## src/rtl/hs_pkg.sv

```systemverilog
// Shared types and constants for the handshake source bridge.
// Latency: n/a (package only). Backpressure: n/a.
// Holds the bridge FSM encoding and the buffer / synchroniser depths.
package hs_pkg;

    typedef enum logic [1:0] {
        ST_IDLE  = 2'd0,
        ST_SETUP = 2'd1,
        ST_REQ   = 2'd2,
        ST_REL   = 2'd3
    } hs_state_e;

    localparam int HS_SRC_DEPTH   = 2;
    localparam int HS_SYNC_STAGES = 2;

endpackage

```

## src/rtl/hs_sync2.sv

```systemverilog
// Two-flop synchroniser bringing an asynchronous level into the clk domain.
// Latency: 2 clk edges from d to q.
// Backpressure: none; continuously samples d.
import hs_pkg::*;

module hs_sync2 (
    input  logic clk,
    input  logic rst,
    input  logic d,
    output logic q
);

    logic [HS_SYNC_STAGES-1:0] sync_q;

    always_ff @(posedge clk or posedge rst) begin
        if (rst) begin
            sync_q <= '0;
        end else begin
            sync_q <= {sync_q[HS_SYNC_STAGES-2:0], d};
        end
    end

    assign q = sync_q[HS_SYNC_STAGES-1];

endmodule

```

## src/rtl/hs_src_bridge.sv

```systemverilog
// Valid/ready to four-phase req/ack source bridge with a 2-word buffer; HS_SRC_SYNC_EN adds a 2-flop ack synchroniser.
// Latency: accept edge k -> data_out loaded after k+1, req_out high after k+2; ack observed 1 edge (3 with sync) late.
// Backpressure: in_ready drops while both buffer slots are full; a pop on the same edge does not reopen it.
import hs_pkg::*;

module hs_src_bridge #(
    parameter int data_with = 3
) (
    input  logic                 clk,
    input  logic                 rst,
    input  logic                 in_valid,
    output logic                 in_ready,
    input  logic [data_with-1:0] in_data,
    output logic                 req_out,
    input  logic                 ack_in,
    output logic [data_with-1:0] data_out,
    output logic [1:0]           count,
    output logic                 proto_err
);

    hs_state_e            state;
    hs_state_e            nxt;
    logic [data_with-1:0] mem [HS_SRC_DEPTH];
    logic                 wr_ptr;
    logic                 rd_ptr;
    logic                 ack_s;
    logic                 push;
    logic                 pop;

`ifdef HS_SRC_SYNC_EN
    hs_sync2 u_ack_sync (
        .clk (clk),
        .rst (rst),
        .d   (ack_in),
        .q   (ack_s)
    );
`else
    assign ack_s = ack_in;
`endif

    assign in_ready = (count != 2'(HS_SRC_DEPTH));
    assign push     = in_valid && in_ready;

    always_comb begin
        nxt = state;
        case (state)
            ST_IDLE:  if (count != 2'd0) nxt = ST_SETUP;
            ST_SETUP: nxt = ST_REQ;
            ST_REQ:   if (ack_s) nxt = ST_REL;
            ST_REL:   if (!ack_s) nxt = (count != 2'd0) ? ST_SETUP : ST_IDLE;
            default:  nxt = ST_IDLE;
        endcase
    end

    // Only IDLE and REL can enter SETUP, so entry to SETUP is exactly the pop.
    assign pop = (nxt == ST_SETUP);

    always_ff @(posedge clk) begin
        if (push) begin
            mem[wr_ptr] <= in_data;
        end
    end

    // req_out is a flop rather than a state decode so the FIFO never sees a glitch.
    always_ff @(posedge clk or posedge rst) begin
        if (rst) begin
            state     <= ST_IDLE;
            wr_ptr    <= 1'b0;
            rd_ptr    <= 1'b0;
            count     <= 2'd0;
            data_out  <= '0;
            req_out   <= 1'b0;
            proto_err <= 1'b0;
        end else begin
            state   <= nxt;
            req_out <= (nxt == ST_REQ);
            if (push) begin
                wr_ptr <= ~wr_ptr;
            end
            if (pop) begin
                rd_ptr   <= ~rd_ptr;
                data_out <= mem[rd_ptr];
            end
            case ({push, pop})
                2'b10:   count <= count + 2'd1;
                2'b01:   count <= count - 2'd1;
                default: count <= count;
            endcase
            if (ack_s && (state == ST_IDLE || state == ST_SETUP)) begin
                proto_err <= 1'b1;
            end
        end
    end

endmodule

```

## config.mk

```make
export PLATFORM = sky130hd
export DESIGN_NAME = hs_src_bridge
export DESIGN_NICKNAME = d
export VERILOG_FILES = /design/src/rtl/hs_pkg.sv /design/src/rtl/hs_sync2.sv /design/src/rtl/hs_src_bridge.sv
export SDC_FILE = /design/constraint.sdc
export NUM_CORES = 1
export LEC_CHECK = 0
export CAP_MARGIN = 25
export CORE_UTILIZATION = 51
export DETAILED_ROUTE_END_ITERATION = 16
export PLACE_DENSITY = 0.8
export SLEW_MARGIN = 20
export SYNTH_ARGS = -nofsm -noshare
export SYNTH_HDL_FRONTEND = slang
export SYNTH_HIERARCHICAL = 1
export SYNTH_SLANG_ARGS = --single-unit
```

## constraint.sdc

```tcl
create_clock -name clk -period 3.51 [get_ports clk]
set_input_delay 0.351 -clock clk [delete_from_list [all_inputs] [get_ports clk]]
set_output_delay 0.351 -clock clk [all_outputs]
set_load 0.02 [all_outputs]
```

# Word-level counts from Yosys, hierarchy flattened
# Memories as Yosys holds them, arrays and structs flattened. A register that Yosys moved wholly into a read port is not among the register bits.
# Cells that the tools add are included.
dict set report word_totals {
  register_bits 8
  mem_bits_rw 6
  inputBits 7
  out_inout_bits 8
  wordCells 33
  n_memories 1
}
dict set report op_classes {
  add_sub_neg 2
  n_eq_ne 8
  mux 8
  n_bitwise 2
  n_reduce_logical 6
}
# name words word_bits read_ports rd_ports_with_merged_regs wr line_no
set memory_table {}
lappend memory_table {mem 2 3 1 1 1 hs_src_bridge.sv:23} ;# logic [data_with-1:0] mem [HS_SRC_DEPTH];
# cell count
set ops {}
lappend ops {{equality test 2 bit (second input constant)} 4}
lappend ops {{one-hot mux 2 bit (4 select lines)} 1}
lappend ops {{equality test 2 x 1 -> 1 bit (second input constant)} 3}
lappend ops {{2-to-1 mux 2 bit} 3}
lappend ops {{one-hot mux 2 bit (2 select lines)} 1}
lappend ops {{nonzero test 2 bit} 2}
lappend ops {{2-to-1 mux 1 bit} 3}
lappend ops {{adder 2 x 1 -> 2 bit (second input constant)} 1}
lappend ops {{logical AND 1 bit} 2}
lappend ops {{logical NOT 2 bit} 1}
lappend ops {{!= test 2 bit (second input constant)} 1}
lappend ops {{inverter 1 bit} 2}
lappend ops {{subtractor 2 x 1 -> 2 bit (second input constant)} 1}
lappend ops {{logical OR 1 bit} 1}

# Longest topological paths before layout
dict set report depth {
  word_depth 7
  mapped_depth 6
  ltp_nobuf 6
}

# Least setup slack after synthesis
# No wires, ideal clock.
dict set report synth_timing {
  path_type {register to register}
  startpoint {register state[1]}
  endpoint {register count[1]}
  setup_time_ns 0.080
  arrival_ns 1.517
  required_time_ns 3.430
  setup_slack_ns 1.914
  path_stages_with_launch 6
  path_buffers 0
  synth_period_minus_slack_ns 1.596
  cell_sequence {dfrtp_1 nor2b_2 a211oi_4 ha_1 nor2_1 xor2_1}
}
dict set report synth_between {
  elab_chain_len 5
  elab_cells_between_ends 13
  classes_between {eq/ne: 6; mux: 5; reduce/logical: 2}
}
# item line_no
set synth_lines {}
lappend synth_lines {{start, declared} hs_src_bridge.sv:21} ;# hs_state_e state;
lappend synth_lines {{start signal, assigned} hs_src_bridge.sv:75} ;# state <= nxt;
lappend synth_lines {{equality test 2 bit (tied with other cells)} hs_src_bridge.sv:46} ;# case (state)
lappend synth_lines {{one-hot mux 2 bit (4 select lines) (*)} hs_src_bridge.sv:46}
lappend synth_lines {{equality test 2 x 1 -> 1 bit (*)} hs_src_bridge.sv:56} ;# assign pop = (nxt == ST_SETUP);
lappend synth_lines {{equality test 2 x 1 -> 1 bit / equality test 2 bit (equally long branches)} hs_src_bridge.sv:84} ;# case ({push, pop})
lappend synth_lines {{one-hot mux 2 bit (2 select lines) / nonzero test 2 bit (equally long branches)} n/a}
lappend synth_lines {{end signal, assigned} hs_src_bridge.sv:85} ;# 2'b10: count <= count + 2'd1;
lappend synth_lines {{end signal, assigned} hs_src_bridge.sv:86} ;# 2'b01: count <= count - 2'd1;
lappend synth_lines {{end signal, assigned} hs_src_bridge.sv:87} ;# default: count <= count;
lappend synth_lines {{end, declared} hs_src_bridge.sv:17} ;# output logic [1:0] count,
# Every way passes the cells marked *; elsewhere a longest branch is shown, timed or not.
# A chain may end at the register's enable or synchronous reset.

# Worst setup path in the final report
dict set report layout_timing {
  startpoint {register count[0]}
  endpoint {output port in_ready}
}
dict set report layout_between {
  elab_chain_len 1
}
# item line_no
set layout_lines {}
lappend layout_lines {{!= test 2 bit} hs_src_bridge.sv:41} ;# assign in_ready = (count != 2'(HS_SRC_DEPTH));
lappend layout_lines {{end, declared} hs_src_bridge.sv:12} ;# output logic in_ready,
# No other way between the ends.

==> metrics <==
layout cell share with drive strength beyond 1=20.31%; Worst-Margin Slew=0.4003 ns; I/O pin count=15; Critical Path RT=3.16 ns; vias in the first global route=365; clock skew=0.004207 ns; standard-cell rows=13; Mapped Avg Cell Area=15.34 um^2; Max Freq=535.3 MHz; CP cell instances=nand2b_1 -> clkdlybuf4s50_1; Via Count=398; Unique masters post-synth=18; pin count of the biggest net entering global routing=12; worst hold slack=0.3401 ns; Hold WC Path Type=input port to async pin; CTS tree=yes; # clock sinks=17; synth warn=6; CTS clk-pin slew, worst paths=0.10 ns; die area=1536 um^2; Final Max Slew Viols=0; RSZ-0062 raised after global routing=no; RR Startpoint=state[1]$_DFF_PP0_; Starting DRT DRC Count=7; Synth Cell Area=705.7 um^2; clk buf depth=2; Setup Viol. Count Final=0; worst-skew pair later-pin latency=0.29 ns; GRT overflow=0; crit path max fanout=5; Antenna Nets Post-Route=0; Initial Util=54.23%; Syn Inst Count=46; CTS Root Cell=clkbuf_4; Sequential Area=455.4 um^2; GP Congestion=0.7156; diode count=0; Post-CTS Setup Inserts=0; initial antenna violation count=0; critical path arrival=1.52 ns; drt drc=2; LEAKAGE=0.0003733 uW; Power Density=969.7 nW/um^2; R2R Setup Slk=1.79 ns; path depth of the worst reg2reg path=5; WL per Instance=12.14 um; FF+latch count, synth=17; Max-slew headroom=73.29%; Layout Utilization=68.56%; setup ws final=1.642 ns; maximum vdd drop=484.7 uV; chip height=39.20 um; I/O Buffers=14; fin crit share=53.23%; DP HPWL=734.6 um; area grow syn2layout=26.42%; number of gates resized after cts=0; CP max stage delay=0.61 ns; Vias/cell=5.038; Final nets=73; status=complete, but fails checks; fillcell total=107; setup TNS=0 ns; area of the multi-input gates=242.7 um^2; slowest CP cell=clkdlybuf4s50_1; Critical R2R Capture=count[1]$_DFFE_PP0P_; CP startpoint=count[0]$_DFFE_PP0P_; post-cts hold buffer count=0; critical path type=flop to output pin; synthesized net count=54; First-pass DRT Iterations=9; Period minus WS final=1.868 ns; endpoints failing hold=0; Core Box Area=1301 um^2; sequential element share of the synthesized area=64.54%; DP Worst Slack=1.391 ns; CTS buffer count=3; Maximum Capacitance Violations=0; failing checks=DRC; DRT Wirelength=959 um; element type at the critical path start=flop; H-tree depth=1; all-layer global routing usage=15.74%; Critical Path End Type=output pin; Die X-Extent=39.20 um; first-pass GRT wire length=1.497 mm
-- layout make-up --
cell class / instances / share of cell area, %
Sequential cell: 17 / 51.05
Tap cell: 15 / 2.104
Multi-Input combinational cell: 27 / 27.21
Clock inverter: 1 / 0.5610
Timing Repair Buffer: 14 / 15.71
Inverter: 2 / 0.8415
Clock buffer: 3 / 2.525
-- cells in the final DEF, fill, tap and decap left out --
master and count:
clkdlybuf4s50_1 14, dfrtp_1 11, edfxtp_1 6, mux2_2 3, nor2_1 3, mux2_4 3, xnor2_1 3, xor2_1 3
clkbuf_4 3, nand2_1 2, a21o_1 2, inv_1 2, nand2b_2 1, nor2b_2 1, a211oi_4 1, nand2b_1 1
o21ai_0 1, mux2i_1 1, and3_1 1, ha_1 1, clkinv_2 1
-- worst max-delay path, delay by kind of cell, from the launching register on --
family	cells	cell delay (ns)
buffers and inverters	1	0.61
and+or+nand+nor	1	0.17
DFF	1	0.45
-- flip-flops by register name (all words and copies together), names as in the netlist --
name / count
count: 2
data_out: 3
mem: 6
proto_err: 1
rd_ptr: 1
req_out: 1
state: 2
wr_ptr: 1
-- logic make-up after synthesis --
family                     share of synthesized area, %
and+or+nand+nor                                   6.917
DFF                                               64.54
AOI/OAI and AO/OA                                 5.673
buffers and inverters                             1.064
xor gates and xnor gates                          7.448
adders and majority gates                         1.773
muxes                                             12.59
-- how the worst max path moves through the flow --
stage	end	slack [ns]
6_report	in_ready	1.64
5_1_grt	in_ready	1.56
4_1_cts	in_ready	1.63
3_5_place_dp	count[1]$_DFFE_PP0P_	1.39
3_3_place_gp	count[1]$_DFFE_PP0P_	1.40
2_1_floorplan	count[1]$_DFFE_PP0P_	1.91
-- per-layer routing --
layer	routed length, um	global-route usage [%]	part of all wire (%)
met3	39	3.468	4.1
met5	0	0	0
met1	456	20.08	48
met2	444	22.50	46
met4	19	12.93	2.0
-- Yosys cell counts, drive strengths merged --
cell	number	area share, %
a211oi	1	2.8
a21o	2	2.1
and3	1	0.89
dfrtp	11	39
edfxtp	6	26
ha	1	1.8
inv	2	1.1
mux2	6	11
mux2i	1	1.4
nand2	2	1.1
nand2b	2	2.1
nor2	3	1.6
nor2b	1	1.2
o21ai	1	0.71
xnor2	3	3.7
xor2	3	3.7
-- power breakdown --
group	internal [uW]	total [uW]	switching, uW
registers	289	357	68.4
logic	227	405	179
clock network	42.4	103	60.3
total	558	865	307
-- metrics by stage --
step	cells	instance area, um^2	power (uW)
5_1_grt	79	892.1	918.4
3_5_place_dp	75	864.6	772.1
2_1_floorplan	46	705.7	638.6
6_report	79	892.1	865.1
3_3_place_gp	75	864.6	760.4
4_1_cts	79	892.1	875.8
Power figures use the tool's default switching activity.
